==> config.mk <==
export PLATFORM = sky130hd
export DESIGN_NAME = vga_mode_ctrl
export DESIGN_NICKNAME = d
export VERILOG_FILES = /design/src/rtl/vga_ctrl_pkg.sv /design/src/rtl/btn_debounce.sv /design/src/rtl/vga_mode_ctrl.sv
export SDC_FILE = /design/constraint.sdc
export NUM_CORES = 1
export LEC_CHECK = 0
export ABC_AREA = 0
export CORE_MARGIN = 8
export CORE_UTILIZATION = 55
export DETAILED_ROUTE_END_ITERATION = 10
export PLACE_DENSITY_LB_ADDON = 0.2
export REMOVE_ABC_BUFFERS = 1
export SLEW_MARGIN = 20
export SYNTH_ARGS = -nofsm -noshare
export SYNTH_HDL_FRONTEND = slang
export SYNTH_SLANG_ARGS = --single-unit
export TNS_END_PERCENT = 5
==> constraint.sdc <==
create_clock -name sysclk -period 2.9 [get_ports sysclk]
set_clock_uncertainty 0.1 [all_clocks]
set_input_delay 0.29 -clock sysclk [delete_from_list [all_inputs] [get_ports sysclk]]
set_output_delay 0.29 -clock sysclk [all_outputs]
set_load 0.05 [all_outputs]
==> src/rtl/vga_ctrl_pkg.sv <==
// Shared constants, mode encodings and the display-state payload for the
// VGA mode controller.
//   mode_e      : display modes BARS(0), SOLID(1), BOX(2); 3 is illegal
//   disp_t      : {mode, pos_x, pos_y, color, box_visible} payload
//   DISP_RESET  : value of both shadow and committed state after reset
//   move_axis() : one saturating STEP move along a single axis
package vga_ctrl_pkg;

  localparam int unsigned H_ACTIVE = 640;
  localparam int unsigned V_ACTIVE = 480;
  localparam int unsigned BOX_SIZE = 32;
  localparam int unsigned X_MAX    = H_ACTIVE - BOX_SIZE;
  localparam int unsigned Y_MAX    = V_ACTIVE - BOX_SIZE;
  localparam int unsigned X_RESET  = X_MAX / 2;
  localparam int unsigned Y_RESET  = Y_MAX / 2;

  localparam int unsigned POS_W   = 10;
  localparam int unsigned COLOR_W = 3;
  localparam int unsigned MODE_W  = 2;

  typedef enum logic [MODE_W-1:0] {
    MODE_BARS  = 2'd0,
    MODE_SOLID = 2'd1,
    MODE_BOX   = 2'd2
  } mode_e;

  typedef struct packed {
    mode_e              mode;
    logic [POS_W-1:0]   pos_x;
    logic [POS_W-1:0]   pos_y;
    logic [COLOR_W-1:0] color;
    logic               box_visible;
  } disp_t;

  localparam disp_t DISP_RESET = '{
    mode:        MODE_BARS,
    pos_x:       POS_W'(X_RESET),
    pos_y:       POS_W'(Y_RESET),
    color:       COLOR_W'(0),
    box_visible: 1'b1
  };

  // inc and dec together cancel; moves saturate at 0 and lim instead of wrapping.
  function automatic logic [POS_W-1:0] move_axis(
    input logic [POS_W-1:0] cur,
    input logic             inc,
    input logic             dec,
    input logic [POS_W-1:0] step,
    input logic [POS_W-1:0] lim
  );
    logic [POS_W:0] sum;
    move_axis = cur;
    sum       = {1'b0, cur} + {1'b0, step};
    if (inc && !dec) begin
      move_axis = (sum > {1'b0, lim}) ? lim : sum[POS_W-1:0];
    end else if (dec && !inc) begin
      move_axis = (cur < step) ? POS_W'(0) : cur - step;
    end
  endfunction

endpackage

==> src/rtl/btn_debounce.sv <==
// Button conditioner: 2-flop synchronizer, debounce counter and press pulse.
//   clk, rst : clock and synchronous active-high reset
//   btn_raw  : asynchronous active-high button
//   press    : one-cycle pulse when the debounced level rises
// A press is only reported once the button has been seen released since
// reset, so a button held through reset does not fire when it settles.
module btn_debounce #(
  parameter int unsigned DEBOUNCE_CYCLES = 500000
) (
  input  logic clk,
  input  logic rst,
  input  logic btn_raw,
  output logic press
);

  localparam int unsigned CNT_W = (DEBOUNCE_CYCLES > 1) ? $clog2(DEBOUNCE_CYCLES) : 1;
  localparam logic [CNT_W-1:0] CNT_LAST = CNT_W'(DEBOUNCE_CYCLES - 1);

  logic [1:0]       sync_q, sync_d;
  logic [1:0]       fill_q, fill_d;
  logic [CNT_W-1:0] cnt_q, cnt_d;
  logic             level_q, level_d;
  logic             armed_q, armed_d;
  logic             press_q, press_d;

  // Counter runs while the synchronized input disagrees with the debounced
  // level; any agreeing cycle clears it.
  always_comb begin
    sync_d  = {sync_q[0], btn_raw};
    fill_d  = {fill_q[0], 1'b1};
    level_d = level_q;
    cnt_d   = '0;
    press_d = 1'b0;
    // fill_q[1] marks that sync_q[1] holds a real post-reset sample
    armed_d = armed_q | (fill_q[1] & ~sync_q[1]);
    if (sync_q[1] != level_q) begin
      if (cnt_q == CNT_LAST) begin
        level_d = sync_q[1];
        press_d = sync_q[1] & armed_q;
      end else begin
        cnt_d = cnt_q + CNT_W'(1);
      end
    end
  end

  always_ff @(posedge clk) begin
    if (rst) begin
      sync_q  <= '0;
      fill_q  <= '0;
      cnt_q   <= '0;
      level_q <= 1'b0;
      armed_q <= 1'b0;
      press_q <= 1'b0;
    end else begin
      sync_q  <= sync_d;
      fill_q  <= fill_d;
      cnt_q   <= cnt_d;
      level_q <= level_d;
      armed_q <= armed_d;
      press_q <= press_d;
    end
  end

  assign press = press_q;

endmodule

==> src/rtl/vga_mode_ctrl.sv <==
// VGA mode controller: debounced buttons drive a shadow display state
// (mode FSM, box position, colour, blink) that is committed to the outputs
// only on frame_start, so the picture never changes mid-frame.
//   sysclk, rst              : clock, synchronous active-high reset
//   East/West/North/South    : raw direction buttons (move box in BOX mode)
//   func_switch              : raw mode button (BARS -> SOLID -> BOX -> BARS)
//   SW0..SW2, SW3            : raw colour {R,G,B} switches, blink enable
//   frame_start              : vertical blanking pulse, commits shadow state
//   mode/pos_x/pos_y/color/box_visible : committed display state
module vga_mode_ctrl
  import vga_ctrl_pkg::*;
#(
  parameter int unsigned DEBOUNCE_CYCLES = 500000,
  parameter int unsigned STEP            = 8,
  parameter int unsigned BLINK_FRAMES    = 32
) (
  input  logic               sysclk,
  input  logic               rst,
  input  logic               East,
  input  logic               West,
  input  logic               North,
  input  logic               South,
  input  logic               func_switch,
  input  logic               SW0,
  input  logic               SW1,
  input  logic               SW2,
  input  logic               SW3,
  input  logic               frame_start,
  output logic [MODE_W-1:0]  mode,
  output logic [POS_W-1:0]   pos_x,
  output logic [POS_W-1:0]   pos_y,
  output logic [COLOR_W-1:0] color,
  output logic               box_visible
);

  localparam int unsigned NUM_BTN = 5;
  localparam int unsigned BTN_E   = 0;
  localparam int unsigned BTN_W   = 1;
  localparam int unsigned BTN_N   = 2;
  localparam int unsigned BTN_S   = 3;
  localparam int unsigned BTN_F   = 4;

  localparam int unsigned BLK_W = (BLINK_FRAMES > 1) ? $clog2(BLINK_FRAMES) : 1;
  localparam logic [BLK_W-1:0] BLK_LAST = BLK_W'(BLINK_FRAMES - 1);
  localparam logic [POS_W-1:0] STEP_V   = POS_W'(STEP);
  localparam logic [POS_W-1:0] X_LIM    = POS_W'(X_MAX);
  localparam logic [POS_W-1:0] Y_LIM    = POS_W'(Y_MAX);

  logic [NUM_BTN-1:0] btn_raw;
  logic [NUM_BTN-1:0] press;

  logic [3:0]       sw_meta_q, sw_meta_d;
  logic [3:0]       sw_sync_q, sw_sync_d;
  logic [BLK_W-1:0] frame_cnt_q, frame_cnt_d;
  disp_t            shadow_q, shadow_d;
  disp_t            out_q, out_d;

  assign btn_raw = {func_switch, South, North, West, East};

  // One conditioner per button.
  for (genvar i = 0; i < NUM_BTN; i++) begin : g_db
    btn_debounce #(
      .DEBOUNCE_CYCLES(DEBOUNCE_CYCLES)
    ) u_db (
      .clk    (sysclk),
      .rst    (rst),
      .btn_raw(btn_raw[i]),
      .press  (press[i])
    );
  end

  // Next shadow state (mode FSM, position, colour, blink) and commit logic.
  always_comb begin
    sw_meta_d   = {SW3, SW2, SW1, SW0};
    sw_sync_d   = sw_meta_q;
    frame_cnt_d = frame_cnt_q;
    shadow_d    = shadow_q;
    // Commit uses the pre-edge shadow: same-cycle events land next frame.
    out_d       = frame_start ? shadow_q : out_q;

    case (shadow_q.mode)
      MODE_BARS:  if (press[BTN_F]) shadow_d.mode = MODE_SOLID;
      MODE_SOLID: if (press[BTN_F]) shadow_d.mode = MODE_BOX;
      MODE_BOX:   if (press[BTN_F]) shadow_d.mode = MODE_BARS;
      default:    shadow_d.mode = MODE_BARS;
    endcase

    if (shadow_q.mode == MODE_BOX) begin
      shadow_d.pos_x = move_axis(shadow_q.pos_x, press[BTN_E], press[BTN_W], STEP_V, X_LIM);
      shadow_d.pos_y = move_axis(shadow_q.pos_y, press[BTN_S], press[BTN_N], STEP_V, Y_LIM);
    end

    shadow_d.color = sw_sync_q[2:0];

    // Blink: toggle every BLINK_FRAMES frames; disabled means always shown.
    if (sw_sync_q[3]) begin
      if (frame_start) begin
        if (frame_cnt_q == BLK_LAST) begin
          frame_cnt_d          = '0;
          shadow_d.box_visible = ~shadow_q.box_visible;
        end else begin
          frame_cnt_d = frame_cnt_q + BLK_W'(1);
        end
      end
    end else begin
      frame_cnt_d          = '0;
      shadow_d.box_visible = 1'b1;
    end
  end

  always_ff @(posedge sysclk) begin
    if (rst) begin
      sw_meta_q   <= '0;
      sw_sync_q   <= '0;
      frame_cnt_q <= '0;
      shadow_q    <= DISP_RESET;
      out_q       <= DISP_RESET;
    end else begin
      sw_meta_q   <= sw_meta_d;
      sw_sync_q   <= sw_sync_d;
      frame_cnt_q <= frame_cnt_d;
      shadow_q    <= shadow_d;
      out_q       <= out_d;
    end
  end

  assign mode        = out_q.mode;
  assign pos_x       = out_q.pos_x;
  assign pos_y       = out_q.pos_y;
  assign color       = out_q.color;
  assign box_visible = out_q.box_visible;

endmodule

==> results of run 1 <==
==> synthesized netlist by cell type (4+ instances only) <==
master and n:
sky130_fd_sc_hd__and2_1 4, sky130_fd_sc_hd__nand4_1 20, sky130_fd_sc_hd__nor2_1 161, sky130_fd_sc_hd__nor4b_1 9
sky130_fd_sc_hd__dfxtp_1 175, sky130_fd_sc_hd__clkbuf_1 28, sky130_fd_sc_hd__nor3b_1 5, sky130_fd_sc_hd__a31oi_1 10
sky130_fd_sc_hd__nand2_1 57, sky130_fd_sc_hd__nand3b_1 4, sky130_fd_sc_hd__a21oi_1 20, sky130_fd_sc_hd__and3_1 17
sky130_fd_sc_hd__inv_1 27, sky130_fd_sc_hd__or3_1 7, sky130_fd_sc_hd__nand3_1 51, sky130_fd_sc_hd__mux2i_1 27
sky130_fd_sc_hd__buf_4 7, sky130_fd_sc_hd__o21ai_0 12, sky130_fd_sc_hd__buf_2 6, sky130_fd_sc_hd__nor4_1 13
sky130_fd_sc_hd__nor2b_1 23, sky130_fd_sc_hd__ha_1 13, sky130_fd_sc_hd__xnor2_1 47, sky130_fd_sc_hd__nor3_1 28
sky130_fd_sc_hd__xor2_1 55, sky130_fd_sc_hd__or4_1 4
==> registers in the layout, summed over array words and instances, names as in the netlist <==
name	count
shadow_q	20
g_db.u_db.cnt_q	95
g_db.u_db.sync_q	10
g_db.u_db.press	5
sw_sync_q	4
g_db.u_db.level_q	5
color	3
sw_meta_q	4
mode	2
g_db.u_db.armed_q	5
pos_y	7
frame_cnt_q	5
g_db.u_db.fill_q	2
pos_x	7
box_visible	1
==> worst max path at each step <==
stage                      startpoint            to  slack [ps]  cells after the start
final                     shadow_q[8]   shadow_q[9]         620                      6
after global routing      shadow_q[8]   shadow_q[9]         510                      6
after CTS                 shadow_q[8]   shadow_q[9]         670                      6
after detailed placement  shadow_q[7]   shadow_q[9]         690                      6
after global placement    shadow_q[7]  shadow_q[10]         720                      6
after floorplan           shadow_q[7]   shadow_q[9]         860                      6
==> kinds of logic (layout without fill, tap and decap cells) <==
family                     count (synthesis)  after routing  share of synthesized area
adders and majority gates                 13             13                     0.0212
DFF                                      175            175                      0.458
muxes                                     27             27                     0.0353
xor gates and xnor gates                 102            102                      0.117
buffers and inverters                     72             96                     0.0397
AOI/OAI and AO/OA                         66             66                     0.0567
and+or+nand+nor                          422            422                      0.272
other                                      1              6                   0.000490
==> worst register-to-register path: stages, from the launching register on <==
cell and delay (ps):
sky130_fd_sc_hd__dfxtp_1 490, sky130_fd_sc_hd__ha_1 300, sky130_fd_sc_hd__and3b_1 180, sky130_fd_sc_hd__o221ai_1 180
sky130_fd_sc_hd__a2111oi_4 490, sky130_fd_sc_hd__nor3_2 110, sky130_fd_sc_hd__a221o_1 320
==> power by group through the flow <==
stage | clock (W) | sequential, W | combinational, W
final | 0.00249 | 0.00244 | 0.000110
after global routing | 0.00264 | 0.00244 | 0.000121
after CTS | 0.00254 | 0.00244 | 0.000111
after detailed placement | 0 | 0.00249 | 0.000111
after global placement | 0 | 0.00249 | 0.000107
after floorplan | 0 | 0.00249 | 0.0000554
==> layout make-up <==
type	count	area [µm²]
fill	1139	5020
multi-input combinational	636	3870
sequential	175	3500
clock buffer	19	443
timing repair buffer	36	343
tap	180	225
clock inverter	13	210
inverter	28	105
==> placed cells by master, fill, tap and decap left out, types with 17 or more instances in the layout <==
cell,count
sky130_fd_sc_hd__dfxtp_1,175
sky130_fd_sc_hd__nor2_1,161
sky130_fd_sc_hd__nand2_1,57
sky130_fd_sc_hd__xor2_1,55
sky130_fd_sc_hd__nand3_1,51
sky130_fd_sc_hd__xnor2_1,47
sky130_fd_sc_hd__clkdlybuf4s50_1,30
sky130_fd_sc_hd__nor3_1,28
sky130_fd_sc_hd__inv_1,27
sky130_fd_sc_hd__mux2i_1,27
sky130_fd_sc_hd__nor2b_1,23
sky130_fd_sc_hd__nand4_1,20
sky130_fd_sc_hd__a21oi_1,20
sky130_fd_sc_hd__and3_1,17
sky130_fd_sc_hd__clkbuf_16,17
==> metal layers <==
layer | global-route usage | wire length [µm]
met5 | 0 | 0
met4 | 0.0686 | 218
met3 | 0.0449 | 661
met2 | 0.289 | 7160
met1 | 0.203 | 6770
==> stage by stage <==
stage / cells / setup slack (ps) / total power, W / utilization
after floorplan: 839 / 861 / 0.00255 / -
after global placement: 1055 / 721 / 0.00260 / 0.586
after detailed placement: 1055 / 689 / 0.00260 / 0.586
after CTS: 1087 / 675 / 0.00508 / 0.634
after global routing: 1087 / 509 / 0.00520 / 0.634
final: 1087 / 624 / 0.00503 / 0.634
==> metrics.log, run 1 <==
[metrics] overall routed net length: roughly 15000 µm
[metrics] total core area: approximately 14000 µm²
[metrics] total number of placement rows: 43
[metrics] crit path max-delay cell type: sky130_fd_sc_hd__dfxtp_1
[metrics] WS Path Type: register to register
[metrics] area delta synth->final: 13.6%
[metrics] worst max-slew margin expressed relative to the limit: 0.394
[metrics] Setup TNS Final: 0 ps
[metrics] DRT Pass-1 Iters: 7
[metrics] Startpoint Class: register
[metrics] count of antenna diodes in the layout: 0
[metrics] Buffers & Inverters on Critical Path: 0
[metrics] global-route usage over all layers: 0.171
[metrics] grt ovf: 0
[metrics] CTS Sinks: 175
[metrics] horizontal die dimension: roughly 130 µm
[metrics] number of distinct library cell variants in the gate-level netlist after synthesis: 58
[metrics] worst-path maximum fanout: 8
[metrics] number of antenna violations at the first check in global routing: 0
[metrics] Detailed Place HPWL: 10000 µm
[metrics] number of synthesized flops with an enable pin: 0
[metrics] Reg-to-Reg Start: shadow_q[8]
[metrics] latest clock arrival within the worst-skew pair: approximately 430 ps
[metrics] cell depth of the worst hold path: 2
[metrics] minimum setup slack among reg-to-reg paths: roughly 620 ps
[metrics] mean area per synthesized cell: 8.72 µm²
[metrics] Final Slew Violations: 0
[metrics] first-pass GRT wire length: 25600 µm
[metrics] Largest delay share family, worst path: compound AO/OA/AOI/OAI gates
[metrics] achievable frequency: 0.439 GHz
[metrics] starting utilization of the core area: 0.558
[metrics] number of gates resized after cts: 0
[metrics] number of clock buffers inserted by TritonCTS: 17
[metrics] number of buffers on the longest clock path: 2
[metrics] net count of the finished layout: 919
[metrics] Pwr Density: about 580 nW/µm²
[metrics] arrival time reported for the critical path endpoint: 2490 ps
[metrics] reported leakage power: 2.97 nW
[metrics] Gate Count Post-Synth: 878
[metrics] root buffer selected by CTS: sky130_fd_sc_hd__clkbuf_16
[metrics] global placer's final weighted congestion: 0.872
[metrics] total via count after detailed routing: slightly below 6000
[metrics] largest stage delay on the critical path: 490 ps
[metrics] run status: finished clean
[metrics] htree depth: 4
[metrics] internal power contribution: roughly 0.0040 W
[metrics] count of boundary I/O pins: 38
[metrics] ys async rst share: 0
[metrics] Req. time, crit path: 3120 ps
[metrics] transition time at the pin with the least slew margin: about 900 ps
[metrics] maximum number of pins on one net before global-route repair: 38
[metrics] die height: approximately 130 µm
[metrics] Synth Register Bits: around 180
[metrics] switching share of power: 0.202
[metrics] crit-path cells: ha_1 -> and3b_1 -> o221ai_1 -> a2111oi_4 -> nor3_2 -> a221o_1
[metrics] Worst Hold Path EP: g_db[0].u_db.fill_q[0]
[metrics] library cell with the largest summed area after synthesis: sky130_fd_sc_hd__dfxtp_1
[metrics] clock network fraction of design power: 0.494
[metrics] fraction of synthesized cell area taken by the top area cell type: 0.458
[metrics] Fin. Hold Viols: 0
[metrics] min Tclk post-route: 2280 ps
[metrics] number of buffer cells added on primary ports: 31
[metrics] cell depth of the worst flop-to-flop path: 6
[metrics] class of the tightest hold or removal check: primary input to register
[metrics] Post-Place Cell Area: 8050 µm²
[metrics] sequential element share of the synthesized area: 0.458
[metrics] worst-case vdd ir drop: 0.000437 V
[metrics] register clock-pin slew on the reported worst setup and hold paths: 70 ps
[metrics] final setup violation count: 0
[metrics] antenna viol nets, final: 0
[metrics] max-cap violation count: 0
[metrics] number of DRC markers after the initial detailed-route iteration: between 300 and 400
[metrics] via density per instance: 5.48
[metrics] post-route cell area: 8700 µm²
[metrics] Netlist Area Pre-Place: ~7700 µm²
[metrics] worst reg2reg path endpoint: shadow_q[9]
[metrics] main area contributors after synthesis: sky130_fd_sc_hd__dfxtp_1 (46%), sky130_fd_sc_hd__nor2_1 (7.9%), sky130_fd_sc_hd__xor2_1 (6.3%), sky130_fd_sc_hd__xnor2_1 (5.4%), sky130_fd_sc_hd__mux2i_1 (3.5%)
[metrics] die area: about 18000 µm²
[metrics] worst hold start: rst
[metrics] number of setup buffers added after CTS: 0
[metrics] cts-stage hold buffer count: 0
[metrics] portion of total power attributed to combinational logic: 0.022
[metrics] clock tree from TritonCTS: done
[metrics] Most used DFF post-synth: sky130_fd_sc_hd__dfxtp_1
[metrics] Worst Hold Slack: 125 ps
[metrics] sequential share of power: 0.484
[metrics] remaining design rule violation count: 0
[metrics] net switching component of the power: 0.00102 W
[metrics] WL per Instance: roughly 14 µm
[metrics] number of warning messages in the yosys log: 0
[metrics] via count of the first global-routing pass: between 5000 and 6000
[metrics] CP Capture Type: register
[metrics] fin crit share: 0.785
[metrics] RSZ-0062 raised after global routing: no
[metrics] fraction of final layout cells sized beyond drive strength 1: 0.0518
Note: power is estimated with default switching activity, not from simulation.
==> run 2: changes to the inputs <==
==> constraint.sdc (replaced) <==
create_clock -name sysclk -period 2.1 [get_ports sysclk]
set_clock_uncertainty 0.1 [all_clocks]
set_input_delay 0.21 -clock sysclk [delete_from_list [all_inputs] [get_ports sysclk]]
set_output_delay 0.21 -clock sysclk [all_outputs]
set_load 0.05 [all_outputs]
==> run 2 against run 1 <==
Against the previous run: highest routed layer unchanged; worst hold slack better by 120 ps; register-to-register slack worse by 550 ps; combinational power is 47% higher; fmax is 13% higher; final area is 2.5% higher.
==> metrics.log, run 2 (synthesized netlist as in run 1, its figures left out) <==
[metrics] run status: finished clean
[metrics] fin crit share: 0.963
[metrics] starting utilization of the core area: 0.558
[metrics] worst-path maximum fanout: 5
[metrics] register clock-pin slew on the reported worst setup and hold paths: 60 ps
[metrics] max-cap violation count: 0
[metrics] Reg-to-Reg Start: shadow_q[8]
[metrics] Req. time, crit path: 2300 ps
[metrics] final-layout fill cell count: 1163
[metrics] CTS Sinks: ~180
[metrics] crit path max-delay cell type: sky130_fd_sc_hd__or3b_4
[metrics] WL per Instance: between 10 and 15 µm
[metrics] net count of the finished layout: 956
[metrics] worst-case vdd ir drop: between 0.0006 and 0.0007 V
[metrics] Final Slew Violations: 0
[metrics] root buffer selected by CTS: sky130_fd_sc_hd__clkbuf_16
[metrics] Largest delay share family, worst path: compound AO/OA/AOI/OAI gates
[metrics] number of clock buffers inserted by TritonCTS: 17
[metrics] transition time at the pin with the least slew margin: 554 ps
[metrics] antenna viol nets, final: 0
[metrics] achievable frequency: 0.495 GHz
[metrics] most flop-heavy register: g_db.u_db.cnt_q
[metrics] horizontal die dimension: about 130 µm
[metrics] biggest registers after layout: g_db.u_db.cnt_q (95), shadow_q (20), g_db.u_db.sync_q (10)
[metrics] via density per instance: 5.40
[metrics] min Tclk post-route: 2020 ps
[metrics] worst hold start: East
[metrics] grt ovf: 0
[metrics] global placer's final weighted congestion: 0.855
[metrics] overall routed net length: 15000 µm
[metrics] most common cell after layout, fill and taps aside: sky130_fd_sc_hd__dfxtp_1
[metrics] Placed Instances: approximately 1100
[metrics] crit-path cells: buf_4 -> nand3_2 -> or3b_4 -> a2111oi_4 -> nor3_2 -> a221o_1
[metrics] htree depth: 4
[metrics] die height: 134 µm
[metrics] first-pass GRT wire length: 26000 µm
[metrics] final core utilization: 0.650
[metrics] count of boundary I/O pins: 38
[metrics] fraction of final layout cells sized beyond drive strength 1: 0.0870
[metrics] area delta synth->final: 16.5%
[metrics] Worst Setup Slack post-DPL: -39.6 ps
[metrics] total via count after detailed routing: 6062
[metrics] highest-count cells in the layout ignoring fill and taps: sky130_fd_sc_hd__dfxtp_1 (174), sky130_fd_sc_hd__nor2_1 (161), sky130_fd_sc_hd__nand2_1 (57)
[metrics] Detailed Place HPWL: 10500 µm
[metrics] Fin. Hold Viols: 0
[metrics] clock tree from TritonCTS: done
[metrics] global-route usage over all layers: 0.171
[metrics] number of antenna violations at the first check in global routing: 0
[metrics] latest clock arrival within the worst-skew pair: between 400 and 500 ps
[metrics] remaining design rule violation count: 0
[metrics] die area: 18000 µm²
[metrics] count of antenna diodes in the layout: 0
[metrics] final setup violation count: 0
[metrics] Post-Place Cell Area: 8330 µm²
[metrics] cell depth of the worst hold path: 2
[metrics] largest stage delay on the critical path: 430 ps
[metrics] total number of placement rows: 43
[metrics] number of buffer cells added on primary ports: 31
[metrics] total core area: 13700 µm²
[metrics] worst max-slew margin expressed relative to the limit: 0.628
[metrics] Pwr Density: 726 nW/µm²
[metrics] reported leakage power: 3.11 nW
[metrics] arrival time reported for the critical path endpoint: 2220 ps
[metrics] via count of the first global-routing pass: 5789
[metrics] cell depth of the worst flop-to-flop path: 6
[metrics] class of the tightest hold or removal check: primary input to register
[metrics] number of DRC markers after the initial detailed-route iteration: 330
[metrics] number of buffers on the longest clock path: 2
[metrics] number of flip-flops under the largest register name: between 90 and 100
[metrics] worst reg2reg path endpoint: shadow_q[9]
[metrics] setup slack of the critical path after layout: roughly 78 ps
[metrics] Worst Hold Path EP: g_db[0].u_db.sync_q[0]
[metrics] post-route cell area: 8920 µm²
[metrics] maximum number of pins on one net before global-route repair: 32
[metrics] Startpoint Class: register
[metrics] minimum setup slack among reg-to-reg paths: 80 ps
[metrics] CP Capture Type: register
[metrics] WS Path Type: register to register
[metrics] DRT Pass-1 Iters: 5
[metrics] number of non-filler instances in the completed layout: 1123
[metrics] RSZ-0062 raised after global routing: no
[metrics] Buffers & Inverters on Critical Path: 1
-- run 2: changes by cell type in the layout (fill, tap and decap cells not counted), moves of 3 or more --
cell	delta
sky130_fd_sc_hd__buf_4	+35
sky130_fd_sc_hd__bufinv_16	-3
sky130_fd_sc_hd__clkbuf_1	+6
sky130_fd_sc_hd__clkinv_4	-3
-- run 2: power breakdown --
group          switching, W  total, W  internal, W
combinational      0.000101  0.000162    0.0000615
clock               0.00118   0.00295      0.00177
sequential        0.0000172   0.00337      0.00335
total               0.00129   0.00648      0.00519
-- run 2: stage by stage --
stage	total power (W)	setup TNS (ps)	hold WS, ps
3_5_place_dp	0.00360	-39.6	296
6_report	0.00648	0	249
3_3_place_gp	0.00359	0	291
2_1_floorplan	0.00351	0	179
4_1_cts	0.00655	0	237
5_1_grt	0.00672	0	251
-- run 2: metal layers --
layer | wire, µm | GRT usage | up-vias
met2 | 7110 | 0.281 | 126
li1 | - | - | 3068
met1 | 7000 | 0.214 | 2843
met4 | 278 | 0.0686 | 0
met5 | 0 | 0 | -
met3 | 574 | 0.0378 | 25
-- run 2: final cells by class --
class	count	area (µm²)	share of cell area
sequential	175	3500	0.393
clock buffer	25	465	0.0522
clock inverter	6	85.1	0.00954
multi-input combinational	636	3900	0.437
tap	180	225	0.0252
timing repair buffer	73	636	0.0713
inverter	28	105	0.0118
-- run 2: worst max path at each step --
| stage | from | to | cells after the start |
|---|---|---|---|
| 2_1_floorplan | shadow_q[7] | shadow_q[9] | 6 |
| 3_5_place_dp | shadow_q[7] | shadow_q[9] | 6 |
| 4_1_cts | shadow_q[7] | shadow_q[9] | 6 |
| 6_report | shadow_q[8] | shadow_q[9] | 6 |
| 3_3_place_gp | shadow_q[7] | shadow_q[9] | 6 |
| 5_1_grt | shadow_q[9] | shadow_q[12] | 6 |
-- run 2: repair_timing --
item / CTS / global route
setup endpoints to repair: 1 / 22
setup buffers: 0 / 0
gates cloned: 0 / 0
endpoints found under the hold margin: 1 / 0
pin swaps: 0 / 1
hold buffers: 1 / 0
resized for setup: 2 / 7
==> run 3: changes to the inputs <==
--- a/config.mk
+++ b/config.mk
@@ -6,6 +6,7 @@
 export NUM_CORES = 1
 export LEC_CHECK = 0
 export ABC_AREA = 0
+export ABC_CLOCK_PERIOD_IN_PS = 1900
 export CORE_MARGIN = 8
 export CORE_UTILIZATION = 55
 export DETAILED_ROUTE_END_ITERATION = 10
==> constraint.sdc (replaced) <==
create_clock -name sysclk -period 1.9 [get_ports sysclk]
set_clock_uncertainty 0.1 [all_clocks]
set_input_delay 0.19 -clock sysclk [delete_from_list [all_inputs] [get_ports sysclk]]
set_output_delay 0.19 -clock sysclk [all_outputs]
set_load 0.05 [all_outputs]
==> run 3 against run 2 <==
Against the previous run: sequential power increased by 10%; largest power group unchanged; critical path depth unchanged; the flow now finishes with violations (setup timing); die area unchanged; highest routed layer unchanged; routed wire length increased by 6.3%.
==> metrics.log, run 3 (synthesized netlist as in run 1, its figures left out) <==
[metrics] run status: finished, violations left
[metrics] failing checks: setup timing
[metrics] most flop-heavy register: g_db.u_db.cnt_q
[metrics] cell depth of the worst hold path: 2
[metrics] horizontal die dimension: 134 µm
[metrics] highest-count cells in the layout ignoring fill and taps: sky130_fd_sc_hd__dfxtp_1 (169), sky130_fd_sc_hd__nor2_1 (160), sky130_fd_sc_hd__buf_4 (69)
[metrics] largest stage delay on the critical path: 410 ps
[metrics] WS Path Type: register to register
[metrics] area delta synth->final: 22.4%
[metrics] final setup violation count: 1
[metrics] crit-path cells: ha_2 -> and3b_1 -> o221ai_2 -> a2111oi_4 -> nor3_2 -> a221o_1
[metrics] Req. time, crit path: 2110 ps
[metrics] Detailed Place HPWL: 10900 µm
[metrics] met3 routed wirelength: 656 µm
[metrics] met2 wirelength from detailed routing: 7840 µm
[metrics] min Tclk post-route: 1900 ps
[metrics] overall routed net length: 15900 µm
[metrics] antenna viol nets, final: 0
[metrics] via density per instance: 5.38
[metrics] number of buffer cells added on primary ports: 31
[metrics] transition time at the pin with the least slew margin: 521 ps
[metrics] Reg-to-Reg Start: shadow_q[8]
[metrics] arrival time reported for the critical path endpoint: approximately 2100 ps
[metrics] starting utilization of the core area: 0.558
[metrics] fraction of final layout cells sized beyond drive strength 1: 0.143
[metrics] cell depth of the worst flop-to-flop path: 6
[metrics] global placer's final weighted congestion: between 0.8 and 0.9
[metrics] Final Slew Violations: 0
[metrics] number of flip-flops under the largest register name: between 90 and 100
[metrics] global-route usage over all layers: 0.182
[metrics] number of DRC markers after the initial detailed-route iteration: 411
[metrics] reported leakage power: 3.53 nW
[metrics] minimum setup slack among reg-to-reg paths: -4 ps
[metrics] worst-path maximum fanout: 4
[metrics] max layer used: met4
[metrics] number of non-filler instances in the completed layout: 1156
[metrics] number of clock buffers inserted by TritonCTS: 17
[metrics] Worst Hold Slack: ~220 ps
[metrics] number of buffers on the longest clock path: 2
[metrics] worst max-slew margin expressed relative to the limit: 0.652
[metrics] total via count after detailed routing: 6221
[metrics] grt ovf: 0
[metrics] number of setup buffers added after CTS: 0
[metrics] class of the tightest hold or removal check: primary input to register
[metrics] number of antenna violations at the first check in global routing: 0
[metrics] Buffers & Inverters on Critical Path: 0
[metrics] DRT Pass-1 Iters: 6
[metrics] total area of sequential cells: about 3500 µm²
[metrics] root buffer selected by CTS: sky130_fd_sc_hd__clkbuf_16
[metrics] Largest delay share family, worst path: compound AO/OA/AOI/OAI gates
[metrics] crit path max-delay cell type: sky130_fd_sc_hd__a2111oi_4
[metrics] count of antenna diodes in the layout: 0
[metrics] final-layout fill cell count: approximately 1100
[metrics] achievable frequency: between 0.5 and 0.6 GHz
[metrics] die area: 18000 µm²
[metrics] biggest registers after layout: g_db.u_db.cnt_q (95), shadow_q (20), g_db.u_db.sync_q (10)
[metrics] setup slack of the critical path after layout: -4.40 ps
[metrics] CTS Sinks: 175
[metrics] WL per Instance: 13.8 µm
[metrics] clock tree from TritonCTS: done
[metrics] maximum number of pins on one net before global-route repair: 50
[metrics] RSZ-0062 raised after global routing: yes
[metrics] worst hold start: West
[metrics] Fin. Hold Viols: 0
[metrics] worst reg2reg path endpoint: shadow_q[9]
[metrics] most common cell after layout, fill and taps aside: sky130_fd_sc_hd__dfxtp_1
[metrics] total core area: between 10000 and 15000 µm²
[metrics] first-pass GRT wire length: roughly 27000 µm
[metrics] latest clock arrival within the worst-skew pair: 420 ps
[metrics] htree depth: 4
[metrics] wl on met1: 7120 µm
[metrics] Startpoint Class: register
[metrics] register clock-pin slew on the reported worst setup and hold paths: 60 ps
[metrics] net count of the finished layout: 988
[metrics] fin crit share: 1.00
[metrics] CP Capture Type: register
[metrics] remaining design rule violation count: 0
[metrics] die height: 134 µm
[metrics] multi-input gate area in the final layout: ~4000 µm²
[metrics] max-cap violation count: 0
[metrics] Pwr Density: 787 nW/µm²
[metrics] Placed Instances: about 1100
[metrics] worst-case vdd ir drop: around 0.00065 V
[metrics] count of boundary I/O pins: 38
[metrics] via count of the first global-routing pass: roughly 6300
[metrics] Worst Hold Path EP: g_db[1].u_db.sync_q[0]
[metrics] total number of placement rows: 43
==> run 3: cell count changes in the layout (fill, tap and decap cells not counted), moves of 3 or more <==
cell,change
sky130_fd_sc_hd__dlymetal6s2s_1,+9
sky130_fd_sc_hd__dlygate4sd2_1,+4
sky130_fd_sc_hd__clkbuf_1,-3
sky130_fd_sc_hd__clkdlybuf4s50_1,-13
sky130_fd_sc_hd__ha_1,-3
sky130_fd_sc_hd__dfxtp_1,-5
sky130_fd_sc_hd__dfxtp_2,+4
sky130_fd_sc_hd__buf_4,+29
==> run 3: worst register-to-register path: cells and delay by family, from the launching register on <==
| family | cells | cell delay [ps] |
|---|---|---|
| DFF | 1 | 350 |
| and+or+nand+nor | 2 | 290 |
| adders and majority gates | 1 | 220 |
| AOI/OAI and AO/OA | 3 | 840 |
==> run 3: worst max path at each step <==
| stage | startpoint | endpoint | cells past startpoint |
|---|---|---|---|
| 6_report | shadow_q[8] | shadow_q[9] | 6 |
| 2_1_floorplan | shadow_q[7] | shadow_q[9] | 6 |
| 3_5_place_dp | shadow_q[7] | shadow_q[9] | 6 |
| 4_1_cts | shadow_q[8] | shadow_q[9] | 6 |
| 5_1_grt | shadow_q[8] | shadow_q[9] | 6 |
| 3_3_place_gp | shadow_q[7] | shadow_q[10] | 8 |
==> run 3: layout make-up <==
cell class / instances / area share
multi-input cells: 636 / 0.429
flip-flops and latches: 175 / 0.375
repair buffers: 105 / 0.0974
clock buffers: 22 / 0.0485
well taps: 180 / 0.0240
clock inverters: 10 / 0.0147
inverters: 28 / 0.0112
==> run 3: report_power, final <==
| part | switching (W) | leakage (nW) | internal (W) |
|---|---|---|---|
| Clock | 0.00138 | 0.284 | 0.00210 |
| Combinational | 0.000113 | 1.83 | 0.0000715 |
| Sequential | 0.0000190 | 1.42 | 0.00370 |
==> run 3: repair_timing <==
item / CTS / global route
pin swaps: 8 / 11
hold buffers: 1 / 0
resized for setup: 22 / 36
endpoints found under the hold margin: 1 / 0
endpoints found under the setup margin: 35 / 82
==> run 3: routing by layer <==
layer | global-route usage | up-vias
met5 | 0 | -
met2 | 0.318 | 134
met3 | 0.0445 | 24
met1 | 0.208 | 2926
met4 | 0.0792 | 0
li1 | - | 3137
==> run 3: through the flow <==
step | worst slack, ps | total power (W) | util | area, µm² | setup TNS [ps]
6_report | -4.40 | 0.00738 | 0.683 | 9370 | -4.40
5_1_grt | -94.4 | 0.00763 | 0.683 | 9370 | -527
4_1_cts | -28.4 | 0.00746 | 0.673 | 9240 | -59.2
3_5_place_dp | -147 | 0.00398 | 0.625 | 8580 | -785
3_3_place_gp | -70.7 | 0.00398 | 0.625 | 8580 | -169
2_1_floorplan | -139 | 0.00388 | - | 7480 | -142
